<file path="config.mk">
export PLATFORM = sky130hd
export DESIGN_NAME = cart_irq_ctrl
export DESIGN_NICKNAME = d
export VERILOG_FILES = /design/src/rtl/nileswan_pkg.sv /design/src/rtl/irq_timer.sv /design/src/rtl/cart_irq_ctrl.sv
export SDC_FILE = /design/constraint.sdc
export NUM_CORES = 1
export LEC_CHECK = 0
export BUFFER_PORTS_ARGS = -buffer_cell sky130_fd_sc_hd__buf_2
export CAP_MARGIN = 20
export CORE_UTILIZATION = 53
export DETAILED_ROUTE_END_ITERATION = 7
export GPL_TIMING_DRIVEN = 0
export PLACE_DENSITY = 0.79
export SLEW_MARGIN = 30
export SYNTH_ARGS = -nofsm -noshare
export SYNTH_HDL_FRONTEND = slang
export SYNTH_SLANG_ARGS = --single-unit
</file>
<file path="constraint.sdc">
create_clock -name FastClk -period 2.02 [get_ports FastClk]
set_input_delay 0.101 -clock FastClk [delete_from_list [all_inputs] [get_ports FastClk]]
set_output_delay 0.101 -clock FastClk [all_outputs]
set_load 0.02 [all_outputs]
</file>
<file path="src/rtl/nileswan_pkg.sv">
// Shared definitions for the nileswan cartridge extension registers.
//   - Register addresses of the interrupt controller block (0xE6-0xEA)
//   - Bit positions of the three interrupt sources in enable/status
//   - Timer state encoding used by irq_timer
package nileswan_pkg;

   localparam logic [7:0] IRQ_ENABLE      = 8'hE6;
   localparam logic [7:0] IRQ_STATUS      = 8'hE7;
   localparam logic [7:0] TIMER_RELOAD_LO = 8'hE8;
   localparam logic [7:0] TIMER_RELOAD_HI = 8'hE9;
   localparam logic [7:0] TIMER_CTRL      = 8'hEA;

   localparam int IRQ_W         = 3;
   localparam int IRQ_BIT_SPI   = 0;
   localparam int IRQ_BIT_TIMER = 1;
   localparam int IRQ_BIT_MCU   = 2;

   localparam int CTRL_BIT_RUN  = 0;
   localparam int CTRL_BIT_AUTO = 1;

   typedef enum logic {
      TMR_IDLE  = 1'b0,
      TMR_COUNT = 1'b1
   } timer_state_t;

endpackage

</file>
<file path="src/rtl/irq_timer.sv">
// Programmable interval timer for the cartridge interrupt controller.
//
// state     | meaning
// ----------+--------------------------------------------------------
// TMR_IDLE  | stopped, counter frozen
// TMR_COUNT | prescaler running, counter decrements once per tick
//
// Ports:
//   clk, rst     clock, synchronous active-high reset
//   start        load counter from reload, clear prescaler, enter COUNT
//   stop         enter IDLE, counter frozen
//   autoreload   on expiry reload and keep counting (else go IDLE)
//   reload       reload value
//   expire       one-cycle pulse on the tick where the counter is zero
module irq_timer
   import nileswan_pkg::*;
#(
   parameter int PRESCALE = 384,
   parameter int TIMER_W  = 16
) (
   input  logic               clk,
   input  logic               rst,
   input  logic               start,
   input  logic               stop,
   input  logic               autoreload,
   input  logic [TIMER_W-1:0] reload,
   output logic               expire
);

   localparam int PW = (PRESCALE > 1) ? $clog2(PRESCALE) : 1;
   localparam logic [PW-1:0] PRESC_LAST = PW'(PRESCALE - 1);

   timer_state_t       state;
   logic [PW-1:0]      presc;
   logic [TIMER_W-1:0] count;
   logic               tick;

   assign tick = (state == TMR_COUNT) && (presc == PRESC_LAST);

   // A control write in the same cycle wins over the tick, so no expiry
   // is reported for a count that is being restarted or stopped.
   assign expire = tick && (count == '0) && !start && !stop;

   always_ff @(posedge clk) begin
      if (rst) begin
         state <= TMR_IDLE;
         presc <= '0;
         count <= '0;
      end else if (start) begin
         state <= TMR_COUNT;
         presc <= '0;
         count <= reload;
      end else if (stop) begin
         state <= TMR_IDLE;
      end else if (state == TMR_COUNT) begin
         presc <= tick ? '0 : presc + PW'(1);
         if (tick) begin
            if (count != '0)
               count <= count - TIMER_W'(1);
            else if (autoreload)
               count <= reload;
            else
               state <= TMR_IDLE;
         end
      end
   end

endmodule

</file>
<file path="src/rtl/cart_irq_ctrl.sv">
// Cartridge interrupt controller driving nCartInt to the console.
// Collects SPI transfer completion, a programmable timer and an MCU
// request, latches them in a write-1-to-clear status register and
// raises a level interrupt while any enabled status bit is pending.
//
// Build option: CART_IRQ_MCU_EN -- when defined the MCU source, its
// synchroniser and status/enable bit2 exist; otherwise nMCUIrq is ignored
// and bit2 reads 0.
//
// Ports:
//   FastClk, Reset      clock, synchronous active-high reset
//   RegWrEn             one-cycle register write strobe
//   RegAddr, RegWData   register address / write data
//   RegRData            combinational read data (0 outside 0xE6-0xEA)
//   RegAck              address is decoded by this block
//   SPIBusy             SPI engine busy level; falling edge = done
//   nMCUIrq             asynchronous active-low MCU request
//   nCartInt            registered active-low interrupt output
module cart_irq_ctrl
   import nileswan_pkg::*;
#(
   parameter int PRESCALE = 384,
   parameter int TIMER_W  = 16
) (
   input  logic       FastClk,
   input  logic       Reset,
   input  logic       RegWrEn,
   input  logic [7:0] RegAddr,
   input  logic [7:0] RegWData,
   output logic [7:0] RegRData,
   output logic       RegAck,
   input  logic       SPIBusy,
   input  logic       nMCUIrq,
   output logic       nCartInt
);

`ifdef CART_IRQ_MCU_EN
   localparam logic [IRQ_W-1:0] IRQ_MASK = 3'b111;
`else
   localparam logic [IRQ_W-1:0] IRQ_MASK = 3'b011;
`endif

   logic [IRQ_W-1:0] irq_en;
   logic [IRQ_W-1:0] irq_status;
   logic [7:0]       reload_lo;
   logic [7:0]       reload_hi;
   logic [1:0]       timer_ctrl;

   logic             wr_enable, wr_status, wr_lo, wr_hi, wr_ctrl;
   logic             spi_busy_q, spi_fall, mcu_fall, timer_expire;
   logic [IRQ_W-1:0] set_mask, clr_mask;

   assign wr_enable = RegWrEn && (RegAddr == IRQ_ENABLE);
   assign wr_status = RegWrEn && (RegAddr == IRQ_STATUS);
   assign wr_lo     = RegWrEn && (RegAddr == TIMER_RELOAD_LO);
   assign wr_hi     = RegWrEn && (RegAddr == TIMER_RELOAD_HI);
   assign wr_ctrl   = RegWrEn && (RegAddr == TIMER_CTRL);

   assign RegAck = (RegAddr >= IRQ_ENABLE) && (RegAddr <= TIMER_CTRL);

   always_comb begin
      RegRData = 8'h00;
      case (RegAddr)
         IRQ_ENABLE:      RegRData = {5'b0, irq_en};
         IRQ_STATUS:      RegRData = {5'b0, irq_status};
         TIMER_RELOAD_LO: RegRData = reload_lo;
         TIMER_RELOAD_HI: RegRData = reload_hi;
         TIMER_CTRL:      RegRData = {6'b0, timer_ctrl};
         default:         RegRData = 8'h00;
      endcase
   end

   assign spi_fall = spi_busy_q && !SPIBusy;

`ifdef CART_IRQ_MCU_EN
   logic mcu_sync1, mcu_sync2, mcu_prev;

   // Reset to the idle-high level so leaving reset never looks like a fall.
   always_ff @(posedge FastClk) begin
      if (Reset) begin
         mcu_sync1 <= 1'b1;
         mcu_sync2 <= 1'b1;
         mcu_prev  <= 1'b1;
      end else begin
         mcu_sync1 <= nMCUIrq;
         mcu_sync2 <= mcu_sync1;
         mcu_prev  <= mcu_sync2;
      end
   end

   assign mcu_fall = mcu_prev && !mcu_sync2;
`else
   logic unused_mcu;
   assign unused_mcu = nMCUIrq;
   assign mcu_fall   = 1'b0;
`endif

   irq_timer #(
      .PRESCALE (PRESCALE),
      .TIMER_W  (TIMER_W)
   ) u_timer (
      .clk        (FastClk),
      .rst        (Reset),
      .start      (wr_ctrl && RegWData[CTRL_BIT_RUN]),
      .stop       (wr_ctrl && !RegWData[CTRL_BIT_RUN]),
      .autoreload (timer_ctrl[CTRL_BIT_AUTO]),
      .reload     (TIMER_W'({reload_hi, reload_lo})),
      .expire     (timer_expire)
   );

   always_comb begin
      set_mask                = '0;
      set_mask[IRQ_BIT_SPI]   = spi_fall;
      set_mask[IRQ_BIT_TIMER] = timer_expire;
      set_mask[IRQ_BIT_MCU]   = mcu_fall;
      set_mask                = set_mask & IRQ_MASK;
      clr_mask                = wr_status ? (RegWData[IRQ_W-1:0] & IRQ_MASK) : '0;
   end

   always_ff @(posedge FastClk) begin
      if (Reset) begin
         irq_en     <= '0;
         irq_status <= '0;
         reload_lo  <= '0;
         reload_hi  <= '0;
         timer_ctrl <= '0;
         spi_busy_q <= 1'b0;
         nCartInt   <= 1'b1;
      end else begin
         spi_busy_q <= SPIBusy;
         if (wr_enable)
            irq_en <= RegWData[IRQ_W-1:0] & IRQ_MASK;
         // Set applied after clear: a simultaneous event keeps the bit.
         irq_status <= (irq_status & ~clr_mask) | set_mask;
         if (wr_lo)
            reload_lo <= RegWData;
         if (wr_hi)
            reload_hi <= RegWData;
         // One-shot expiry drops RUN so software can see the timer stopped.
         if (wr_ctrl)
            timer_ctrl <= RegWData[1:0];
         else if (timer_expire && !timer_ctrl[CTRL_BIT_AUTO])
            timer_ctrl[CTRL_BIT_RUN] <= 1'b0;
         nCartInt <= ~|(irq_status & irq_en);
      end
   end

endmodule

</file>
# Yosys cells after proc, flatten, opt, wreduce, memory -nomap -nowiden
# Cells that the tools add are included.
[classes]
addsub = 2
n_mul = 0
div = 0
n_lt_le_gt_ge = 2
eq_ne = 7
shifts = 0
muxes = 17
n_bitwise = 5
n_reduce_logical = 30
[ops]
columns = ["cell", "count"]
rows = [
  ["16-bit two-way mux", 6],
  ["8-bit equality test (second input constant)", 5],
  ["8-bit one-hot mux with 5 select lines", 1],
  ["16-bit zero test", 1],
  ["16-bit nonzero test", 1],
  ["16-bit by 1-bit subtractor with 16-bit output (second input constant)", 1],
  ["1-bit logical AND", 14],
  ["9-bit by 1-bit adder with 9-bit output (second input constant)", 1],
  ["9-bit equality test (second input constant)", 1],
  ["9-bit two-way mux", 1],
  ["8-bit >= comparator (second input constant)", 1],
  ["8-bit <= comparator (second input constant)", 1],
  ["1-bit two-way mux", 8],
  ["1-bit zero test", 6],
  ["2-bit nonzero test", 3],
  ["4-bit AND reduction", 1],
  ["3-bit by 2-bit bitwise AND with 3-bit output", 1],
  ["3-bit bitwise AND", 1],
  ["2-bit inverter with 3-bit output", 1],
  ["3-bit by 2-bit OR with 3-bit output", 1],
  ["3-bit nonzero test", 1],
  ["3-bit OR reduction", 1],
  ["2-bit two-way mux", 1],
  ["2-bit by 1-bit inequality test with 1-bit output (second input constant)", 1],
  ["other kinds (3)", 3],
]
[totals]
reg_bits = 51
latch_bits = 0
ram_bits = 0
romBits = 0
output_inout_bits = 10
mem_count = 0

# Depth between registers and ports, before layout
# Gate-level depths: netlist of the first run.
[depth]
word_depth = 9
depth_mapped = 8
mapped_depth_nobuf = 7

# Hierarchy
# A second synthesis of the first run with hierarchy kept.
[hier_totals]
hier_cells = 337
area_unflattened_um2 = 2887.8
[by_module_without_submodules]
columns = ["mod", "instances", "cells_each", "area_per_inst_um2", "seq_area_each_um2"]
rows = [
  ["irq_timer", 1, 203, 1690.4, 520.5],
  ["cart_irq_ctrl", 1, 134, 1197.4, 480.5],
]

# Worst setup path before layout of the first run
# Ideal clock, no wire load.
[synth_timing]
path_kind = "flip-flop to flip-flop"
startpoint = "register u_timer.count[2]"
endpoint = "register u_timer.count[13]"
setup_time_ps = 120
t_arrival_ps = 2004
t_required_ps = 1900
path_slack_ps = -104
stages_incl_launch_ff = 7
path_buffers = 1
cell_sequence = "dfxtp_1 -> or4_1 -> buf_2 -> nor4_4 -> nand3_2 -> o311a_1 -> a211o_1"
[synth_via]
elab_chain_cells = 6
elab_cells_between_ends = 9
cone_classes = "add/sub (1); mux (5); reduce/logical (3)"
[synth_lines]
columns = ["item", "line", "text"]
rows = [
  ["start: declaration", "irq_timer.sv:35", "logic [TIMER_W-1:0] count;"],
  ["start signal: assignment", "irq_timer.sv:52", "count <= reload;"],
  ["start signal: assignment", "irq_timer.sv:59", "count <= count - TIMER_W'(1);"],
  ["start signal: assignment", "irq_timer.sv:61", "count <= reload;"],
  ["16-bit by 1-bit subtractor with 16-bit output / 16-bit nonzero test (equally long branches)", "irq_timer.sv:59, irq_timer.sv:58", ""],
  ["16-bit two-way mux", "irq_timer.sv:58", "if (count != '0)"],
  ["16-bit two-way mux", "irq_timer.sv:57", "if (tick) begin"],
  ["16-bit two-way mux", "irq_timer.sv:55", "end else if (state == TMR_COUNT) begin"],
  ["16-bit two-way mux", "irq_timer.sv:53", "end else if (stop) begin"],
  ["16-bit two-way mux", "irq_timer.sv:49", "end else if (start) begin"],
]
# Several ways; a longest one is shown, not always the timed one. The select of a mux whose other input is x is not followed.
# A chain may end at the register's enable or synchronous reset.

# Worst setup path in the final report of the first run
[layout_timing]
startpoint = "register u_timer.count[8]"
endpoint = "register u_timer.count[15]"
# Same word-level chain as after synthesis.

==> results_dict.tcl, run 1 <==
set metrics [dict create \
    status "finished with violations" \
    violations "negative setup slack" \
    ys_seq_elements 50 \
    critPathKind "flip-flop to flip-flop" \
    p_seq_share_pct 59.6 \
    fmax_mhz 467.6 \
    fill_cells 429 \
    dieArea_mm2 0.005595 \
    drv_slew 0 \
    cts_tree "done" \
    insertion_delay_ns 0.30 \
    synth_fp_nets 369 \
    drcViolationCount 0 \
    startpoint_type "flip-flop" \
    drtIter0Drc 294 \
    synth_fa_ha_area_share_pct 1.336 \
    vias 2966 \
    dieWidth_um 74.80 \
    cap_viol_max_count 0 \
    pre_cts_ws_ns -0.3542 \
    end_kind "flip-flop" \
    power_density_mw_per_mm2 469.8 \
    placementRows 26 \
    grt_pass1_wl_mm 12.59 \
    cp.arrival_ns 2.35 \
    skew_ns 0.01259 \
    n_antenna_cell 0 \
    worstMarginPinSlew_ns 0.6278 \
    netlist_instances 345 \
    hold_viol_final 0 \
    synth_edf_count 0 \
    synth_xor_area_share_pct 2.494 \
    finalWirelength_mm 8.230 \
    cts_buffers 5 \
    nets 427 \
    synth_compound_area_share_pct 23.12 \
    stdcell_count 473 \
    async_flop_share_pct 0 \
    routedWlPerCell_um 17.40 \
    layout_commonest_cell "nand2_1" \
    path_cells "or4_4 > buf_8 > nor4_4 > nand3_2 > buf_6 > o211a_1 > a211o_1" \
    clk_path_buf_depth 2 \
    avgSynthCellArea_um2 8.142 \
    hpwl_mm 5.567 \
    grt_pass1_vias 2638 \
    slowest_delay_ns 0.53 \
    rsz0062_at_grt "yes" \
    clk_pin_slew_worst_paths_ns 0.10 \
    synthSimpleGateAreaFrac_pct 30.42 \
    design.core.area_mm2 0.005107 \
    cts.sinks 50 \
    synthesis.area_mm2 0.002809 \
    setup_viol 10 \
    p_int_mw 1.251 \
    dr.pass1.iters 5 \
    relSlewSlack_pct 57.60 \
    whs_ns 0.01215 \
    grt_max_degree 16 \
    synth_top_family_by_area "simple AND/OR/NAND/NOR gates" \
    cts_hold_buf 0 \
    slowest_stage "or4_4" \
    die_y_um 74.80 \
    ioPinCount 31 \
    ant_nets 0 \
    via_per_inst 6.271 \
    antenna_found_initial 0 \
    synthTopCellsByArea "dfxtp_1 (36%), nand2_1 (7.5%), a21oi_1 (5.3%)" \
    ir_worst_vdd_mv 0.4031 \
    total_power_mw 1.648 \
    io_buffers 29 \
    fin_area_mm2 0.003507 \
    swShare_pct 24.05 \
    combPwrFrac_pct 5.3 \
    layout_common_cells "nand2_1 (53), dfxtp_1 (39), buf_2 (31)" \
    placed_cell_area_mm2 0.003059 \
    layout_setup_ws_ns -0.1185 \
    synthFlopType "dfxtp_1" \
    synth_cell_types 63 \
    hp-class "primary input to flip-flop" \
    dp_cells 444 \
    grtUsageTotal_pct 30.05 \
    pwr-share-clk_pct 35.1 \
    synth_top_area_share_pct 35.63 \
    gp_routability_congestion 0.9661 \
    muxShareOfSynthArea_pct 2.851 \
    critPathRequiredTime_ns 2.23 \
    seq_area_frac_synth_pct 35.63 \
    yosys_warnings 0 \
    initial_core_util_pct 55.00 \
    drive_gt1_share_pct 28.29 \
    p_leak_nw 1.395 \
    period_needed_ns 2.138 \
    cts_root_buf "clkbuf_8" \
    switchingPower_mw 0.3962 \
    overflow 0 \
    min_period_over_period_pct 105.9 \
    area_growth_pct 24.86 \
    path_max_fanout 6 \
    h-tree-depth 2 \
    synth_top_area_cell "dfxtp_1" \
]
-- synth_stat cells, drive strengths merged (4+ instances only) --
| library cell | count |
|---|---|
| or2 | 4 |
| clkbuf | 12 |
| nor4 | 9 |
| dfxtp | 50 |
| mux2i | 8 |
| o211a | 4 |
| or4 | 6 |
| nor2b | 4 |
| buf | 4 |
| nand2 | 56 |
| nand4 | 4 |
| nor3 | 10 |
| a21oi | 30 |
| nand3 | 15 |
| inv | 7 |
| o21ai | 6 |
| xor2 | 5 |
| a31oi | 4 |
| a22o | 9 |
| a211o | 4 |
| and2 | 4 |
| o211ai | 5 |
| and3 | 5 |
| nor2 | 28 |
-- path summary, 6_finish.rpt --
path                                       start           endpoint  slack, ns  cells past startpoint
worst max-delay path            u_timer.count[8]  u_timer.count[15]      -0.12                      7
worst min-delay path                     SPIBusy         spi_busy_q       0.01                      2
worst max register to register  u_timer.count[8]  u_timer.count[15]      -0.12                      7
worst min register to register        spi_busy_q      irq_status[0]       0.46                      2
-- cells by family after synthesis --
family                   count (synthesis)
flip-flops                              50
buffers and inverters                   24
adder cells (fa/ha/maj)                  3
multiplexers                             8
AO/OA/AOI/OAI                           90
AND/OR/NAND/NOR                        162
XOR/XNOR                                 8
-- cell type report --
type	instances	area [um^2]	area share [%]
Inverter	7	26.28	0.7492
Tap cell	70	87.58	2.497
Buffer	17	108.9	3.104
Clock inverter	2	13.76	0.3924
Timing Repair Buffer	51	317.8	9.062
Multi-Input combinational cell	271	1857	52.94
Sequential cell	50	1027	29.29
Clock buffer	5	68.82	1.962
-- layer usage --
layer  vias up  global-route usage, %  share of wire [%]
met5         -                      0                  0
met4         0                  15.09                3.0
met3        32                  5.890                7.6
met2       155                  47.65                 47
met1      1379                  39.07                 43
li1       1400                      -                  -
-- state kept, by name, indices dropped and copies added, names as in the netlist --
| register | cells |
|---|---|
| irq_en | 2 |
| irq_status | 2 |
| nCartInt | 1 |
| reload_hi | 8 |
| reload_lo | 8 |
| spi_busy_q | 1 |
| timer_ctrl | 2 |
| u_timer.count | 16 |
| u_timer.presc | 9 |
| u_timer.state | 1 |
-- per-stage QoR --
stage	utilization, %	setup TNS [ns]
6_report	68.67	-0.8397
4_1_cts	64.82	-0.3949
5_1_grt	68.67	-1.682
2_1_floorplan	-	-0.1383
3_3_place_gp	59.90	-3.464
3_5_place_dp	59.90	-3.489
-- critical path, delay by kind of cell (launching register included) --
kind | cells | cell delay (ns)
AO/OA/AOI/OAI | 2 | 0.42
buffers and inverters | 2 | 0.31
flip-flops | 1 | 0.35
AND/OR/NAND/NOR | 3 | 0.97
-- power by group through the flow --
stage	clock, mW	combinational [mW]	sequential, mW
floorplan	0	0.0421	1.01
global placement	0	0.0838	1.01
detailed placement	0	0.0852	1.01
CTS	0.579	0.0857	0.986
global route	0.625	0.0960	0.983
finish	0.578	0.0878	0.982
-- repair_timing --
action / in CTS / in global routing
gates resized for setup: 23 / 36
setup endpoints to repair: 22 / 18
buffers inserted: 11 / 11
pin swaps: 14 / 20
No activity file was read; power rests on OpenSTA's default activity.
==> run 2, diff against run 1 <==
--- a/config.mk
+++ b/config.mk
@@ -15,3 +15,4 @@
 export SYNTH_ARGS = -nofsm -noshare
 export SYNTH_HDL_FRONTEND = slang
 export SYNTH_SLANG_ARGS = --single-unit
+export TNS_END_PERCENT = 1
==> results_dict.tcl, run 2 (synthesized netlist as in run 1, its figures left out) <==
set metrics [dict create \
    status "finished with violations" \
    violations "negative setup slack" \
    min_period_over_period_pct 107.7 \
    clk_pin_slew_worst_paths_ns 0.10 \
    grt_pass1_wl_mm 12.45 \
    layout_common_cells "nand2_1 (55), dfxtp_1 (43), buf_2 (31)" \
    drive_gt1_share_pct 23.16 \
    p_leak_nw 1.324 \
    reg.largest.list "u_timer.count: 16 flops, u_timer.presc: 9 flops" \
    cts_buffers 5 \
    grt_max_degree 17 \
    h-tree-depth 2 \
    ioPinCount 31 \
    die_y_um 74.80 \
    dieArea_mm2 0.005595 \
    drtIter0Drc 252 \
    antenna_found_initial 0 \
    skew_ns 0.01306 \
    pre_cts_ws_ns -0.4045 \
    area_growth_pct 19.69 \
    critPathKind "flip-flop to flip-flop" \
    layout_setup_ws_ns -0.1557 \
    ir_worst_vdd_mv 0.4069 \
    largest_reg_flops 16 \
    initial_core_util_pct 55.00 \
    relSlewSlack_pct 60.54 \
    setup_viol 14 \
    cp.arrival_ns 2.38 \
    worstMarginPinSlew_ns 0.5843 \
    fmax_mhz 459.6 \
    path_max_fanout 5 \
    ant_nets 0 \
    hp-class "primary input to flip-flop" \
    drcViolationCount 0 \
    whs_path_depth 2 \
    via_per_inst 6.266 \
    cap_viol_max_count 0 \
    post-route-util_pct 65.83 \
    vias 2901 \
    layout_commonest_cell "nand2_1" \
    routedWlPerCell_um 17.19 \
    startpoint_type "flip-flop" \
    hold_viol_final 0 \
    drv_slew 0 \
    dieWidth_um 74.80 \
    io_buffers 29 \
    final-seq-area_mm2 0.001012 \
    dr.pass1.iters 5 \
    top_register "u_timer.count" \
    critPathRequiredTime_ns 2.23 \
    fin_setup_tns_ns -1.077 \
    overflow 0 \
    fill_cells 459 \
    insertion_delay_ns 0.31 \
    hpwl_mm 5.521 \
    grt_pass1_vias 2532 \
    cts.sinks 50 \
    r2r.worst_path.cells 6 \
    placementRows 26 \
    cts_tree "done" \
    rsz0062_at_grt "yes" \
    design.core.area_mm2 0.005107 \
    multi_input_area_mm2 0.001784 \
    cts_root_buf "clkbuf_8" \
    grtUsageTotal_pct 29.74 \
    end_kind "flip-flop" \
    n_antenna_cell 0 \
    clk_path_buf_depth 2 \
    period_needed_ns 2.176 \
    power_density_mw_per_mm2 540.1 \
    nets 416 \
    gp_routability_congestion 0.9451 \
    finalWirelength_mm 7.957 \
]
run 2: repair_timing:
action / 4_1_cts / 5_1_grt
setup endpoints to repair: 25 / 18
pin swaps: 9 / 7
resized for setup: 20 / 14
setup buffers: 8 / 3
hold buffers: 0 / 0
cloned: 0 / 0
run 2: stage by stage:
stage | cell area, um^2 | hold WS [ns] | instances | power (mW)
finish | 3362 | 0.02383 | 463 | 1.816
global route | 3362 | 0.01813 | 463 | 1.864
CTS | 3299 | 0.02450 | 460 | 1.814
detailed placement | 3058 | 0.3427 | 444 | 1.098
global placement | 3058 | 0.3287 | 444 | 1.096
floorplan | 2825 | 0.2244 | 345 | 1.054
run 2: final cells by class:
type | instances | share of cell area, %
clock inverter | 3 | 1.303
timing repair buffer | 40 | 6.885
tap | 70 | 2.605
multi-input combinational | 271 | 53.07
buffer | 17 | 3.201
sequential | 50 | 30.11
clock buffer | 5 | 2.047
inverter | 7 | 0.7815
run 2: path summary, 6_finish.rpt:
path | end | start | slack [ns]
setup / recovery | u_timer.count[14] | u_timer.count[10] | -0.16
hold / removal | spi_busy_q | SPIBusy | 0.02
setup reg to reg | u_timer.count[14] | u_timer.count[10] | -0.16
hold reg to reg | irq_status[0] | spi_busy_q | 0.47
run 2: worst max-delay path: stages (launching register included):
cell	delay [ns]
dfxtp_2	0.34
or4_4	0.53
buf_8	0.15
nor4_4	0.26
nand3_2	0.19
o311a_1	0.33
a221o_1	0.26
run 2: per-layer routing:
layer  wire length, um  global-route usage (%)  up-vias
li1                  -                       -     1385
met1              3450                   39.57     1357
met2              3833                   49.35      140
met3               526                   4.819       19
met4               146                   9.644        0
met5                 0                       0        -
run 2: where the power goes:
part	total (mW)	internal [mW]	switching, mW
logic	0.0884	0.0306	0.0578
clock network	0.740	0.372	0.368
registers	0.988	0.986	0.00152
total	1.82	1.39	0.427
==> run 3, diff against run 2 <==
--- a/config.mk
+++ b/config.mk
@@ -5,6 +5,7 @@
 export SDC_FILE = /design/constraint.sdc
 export NUM_CORES = 1
 export LEC_CHECK = 0
+export ABC_AREA = 1
 export BUFFER_PORTS_ARGS = -buffer_cell sky130_fd_sc_hd__buf_2
 export CAP_MARGIN = 20
 export CORE_UTILIZATION = 53
==> results_dict.tcl, run 3 <==
set metrics [dict create \
    placed_cell_area_mm2 0.003182 \
    cts_root_buf "clkbuf_8" \
    dieArea_mm2 0.005876 \
    drcViolationCount 0 \
    fin_setup_tns_ns 0 \
    reg2reg_to "u_timer.count[15]" \
    cts_tree "done" \
    netlist_instances 470 \
    layout_commonest_cell "nand2_1" \
    r2r-start "u_timer.presc[0]" \
    skew_ns 0.008208 \
    io_buffers 28 \
    grtUsageTotal_pct 27.47 \
    insertion_delay_ns 0.31 \
    yosysMostFrequentCell "nand2_1" \
    n_antenna_cell 0 \
    setup_viol 0 \
    drive_gt1_share_pct 13.21 \
    synth_edf_count 0 \
    die_y_um 76.66 \
    period_needed_ns 1.795 \
    combPwrFrac_pct 4.5 \
    p_int_mw 1.394 \
    dr.pass1.iters 4 \
    ant_nets 0 \
    via_per_inst 5.208 \
    routedWlPerCell_um 12.90 \
    cp.arrival_ns 2.01 \
    grt_pass1_vias 2895 \
    clk_path_buf_depth 2 \
    dp_cells 568 \
    status "finished, final reports clean" \
    synth_top_area_cell "dfxtp_1" \
    clk_pin_slew_worst_paths_ns 0.10 \
    drtIter0Drc 223 \
    synth_fp_nets 494 \
    async_flop_share_pct 0 \
    yosys_warnings 0 \
    r2r.worst_path.cells 9 \
    startpoint_type "flip-flop" \
    antenna_found_initial 0 \
    p_seq_share_pct 54.3 \
    final-seq-area_mm2 0.001001 \
    p_leak_nw 1.698 \
    stdcell_count 577 \
    cts_buffers 5 \
    multi_input_area_mm2 0.001674 \
    layout_common_cells "nand2_1 (135), nor2_1 (73), inv_1 (52)" \
    synth_common_cells "nand2_1 (135), nor2_1 (74), inv_1 (52)" \
    overflow 0 \
    swShare_pct 23.49 \
    worstMarginPinSlew_ns 0.7654 \
    rsz0062_at_grt "no" \
    critPathKind "flip-flop to flip-flop" \
    synthFlopType "dfxtp_1" \
    fill_cells 521 \
    synth_cell_types 31 \
    r2r_slack_ns 0.22 \
    post_cts_buffers 0 \
    area_growth_pct 12.33 \
    synth_top_area_share_pct 33.88 \
    switchingPower_mw 0.4279 \
    cap_viol_max_count 0 \
    dieWidth_um 76.66 \
    seq_area_frac_synth_pct 33.88 \
    relSlewSlack_pct 48.50 \
    design.core.area_mm2 0.005238 \
    endpoint "u_timer.count[15]" \
    path_max_fanout 10 \
    ys_seq_elements 50 \
    synthesis.area_mm2 0.002954 \
    hp-class "primary input to flip-flop" \
    min_period_over_period_pct 88.88 \
    power_density_mw_per_mm2 549.0 \
    synthTopCellsByArea "dfxtp_1 (34%), nand2_1 (17%), nor2_1 (9.4%)" \
    largest_reg_flops 16 \
    critPathRequiredTime_ns 2.24 \
    pwr-share-clk_pct 41.2 \
    gp_routability_congestion 0.9525 \
    nets 530 \
    drv_slew 0 \
    finalWirelength_mm 7.446 \
    hpwl_mm 5.719 \
    grt_max_degree 18 \
    hold_viol_final 0 \
    grt_pass1_wl_mm 13.08 \
    cts.sinks 50 \
    placementRows 26 \
    initial_core_util_pct 56.40 \
    ioPinCount 31 \
    crit_path_start "u_timer.presc[0]" \
    top_register "u_timer.count" \
    reg.largest.list "u_timer.count: 16 flops, u_timer.presc: 9 flops" \
    ir_worst_vdd_mv 0.3641 \
    end_kind "flip-flop" \
    h-tree-depth 2 \
    vias 3005 \
    fmax_mhz 557.0 \
    avgSynthCellArea_um2 6.285 \
    fin_area_mm2 0.003318 \
]
run 3: cell count changes after synthesis, moves of 6 or more:
cell      previous run  this run
or4_1                6         0
clkbuf_1            11         2
o22ai_1              2         8
nand3_1             14        33
o21ai_0              6        21
nor2_1              28        74
nand2_2              0         6
a22o_1               9         1
nand2_1             56       135
mux2i_1              8         0
nor3_1              10         4
inv_1                6        52
run 3: cell type report:
type / instances / share of cell area, %
tap: 70 / 2.640
clock buffer: 5 / 2.074
sequential: 50 / 30.17
clock inverter: 3 / 1.433
timing repair buffer: 29 / 4.525
inverter: 56 / 6.335
multi-input combinational: 352 / 50.45
buffer: 12 / 2.376
run 3: worst min path at each step:
stage               startpoint            end  cells past startpoint
floorplan                Reset  irq_status[0]                      1
global placement       SPIBusy     spi_busy_q                      3
detailed placement     SPIBusy     spi_busy_q                      3
CTS                    SPIBusy     spi_busy_q                      3
global route           SPIBusy     spi_busy_q                      3
finish                 SPIBusy     spi_busy_q                      3
run 3: power by group through the flow:
stage / combinational, mW / clock, mW / sequential (mW)
2_1_floorplan: 0.0406 / 0 / 1.01
3_3_place_gp: 0.0772 / 0 / 1.01
3_5_place_dp: 0.0794 / 0 / 1.01
4_1_cts: 0.0811 / 0.763 / 0.990
5_1_grt: 0.0923 / 0.794 / 0.990
6_report: 0.0819 / 0.750 / 0.990
run 3: metal layers:
metal / GRT usage, % / vias to the layer above / wire [um]
met2: 47.93 / 61 / 3605
met5: 0 / - / 0
met1: 35.16 / 1368 / 3437
li1: - / 1568 / -
met4: 8.077 / 0 / 104
met3: 3.690 / 8 / 298
run 3: kinds of logic after synthesis:
family	after synthesis	synth area share, %
buf+inv	68	9.784
flops	50	33.88
simple gates	274	40.75
fa+ha+maj	3	1.271
xor+xnor	8	2.372
compound gates	67	11.94
run 3: per-stage QoR:
step,worst slack [ns],hold slack [ns],utilization (%),power [mW]
6_report,0.2247,0.006546,63.35,1.822
4_1_cts,0.2085,0.006464,63.16,1.834
2_1_floorplan,0.4240,0.1701,-,1.053
3_5_place_dp,0.2270,0.3393,60.75,1.092
3_3_place_gp,0.2449,0.3161,60.75,1.090
5_1_grt,0.01726,0.007970,63.35,1.876
run 3: timing repair:
| item | CTS | global route |
|---|---|---|
| gates resized for setup | 0 | 2 |
| hold buffers | 1 | 0 |
| endpoints found under the hold margin | 1 | 0 |
| endpoints found under the setup margin | 0 | 5 |
run 3: worst max-delay path, cell delays in order (launching register included):
cell and delay, ns:
dfxtp_1 0.39, ha_1 0.22, nand2_2 0.09, nor3_4 0.23
nand3_2 0.15, nand2_2 0.12, nand3_4 0.10, buf_4 0.20
a21oi_1 0.14, nor2_1 0.05
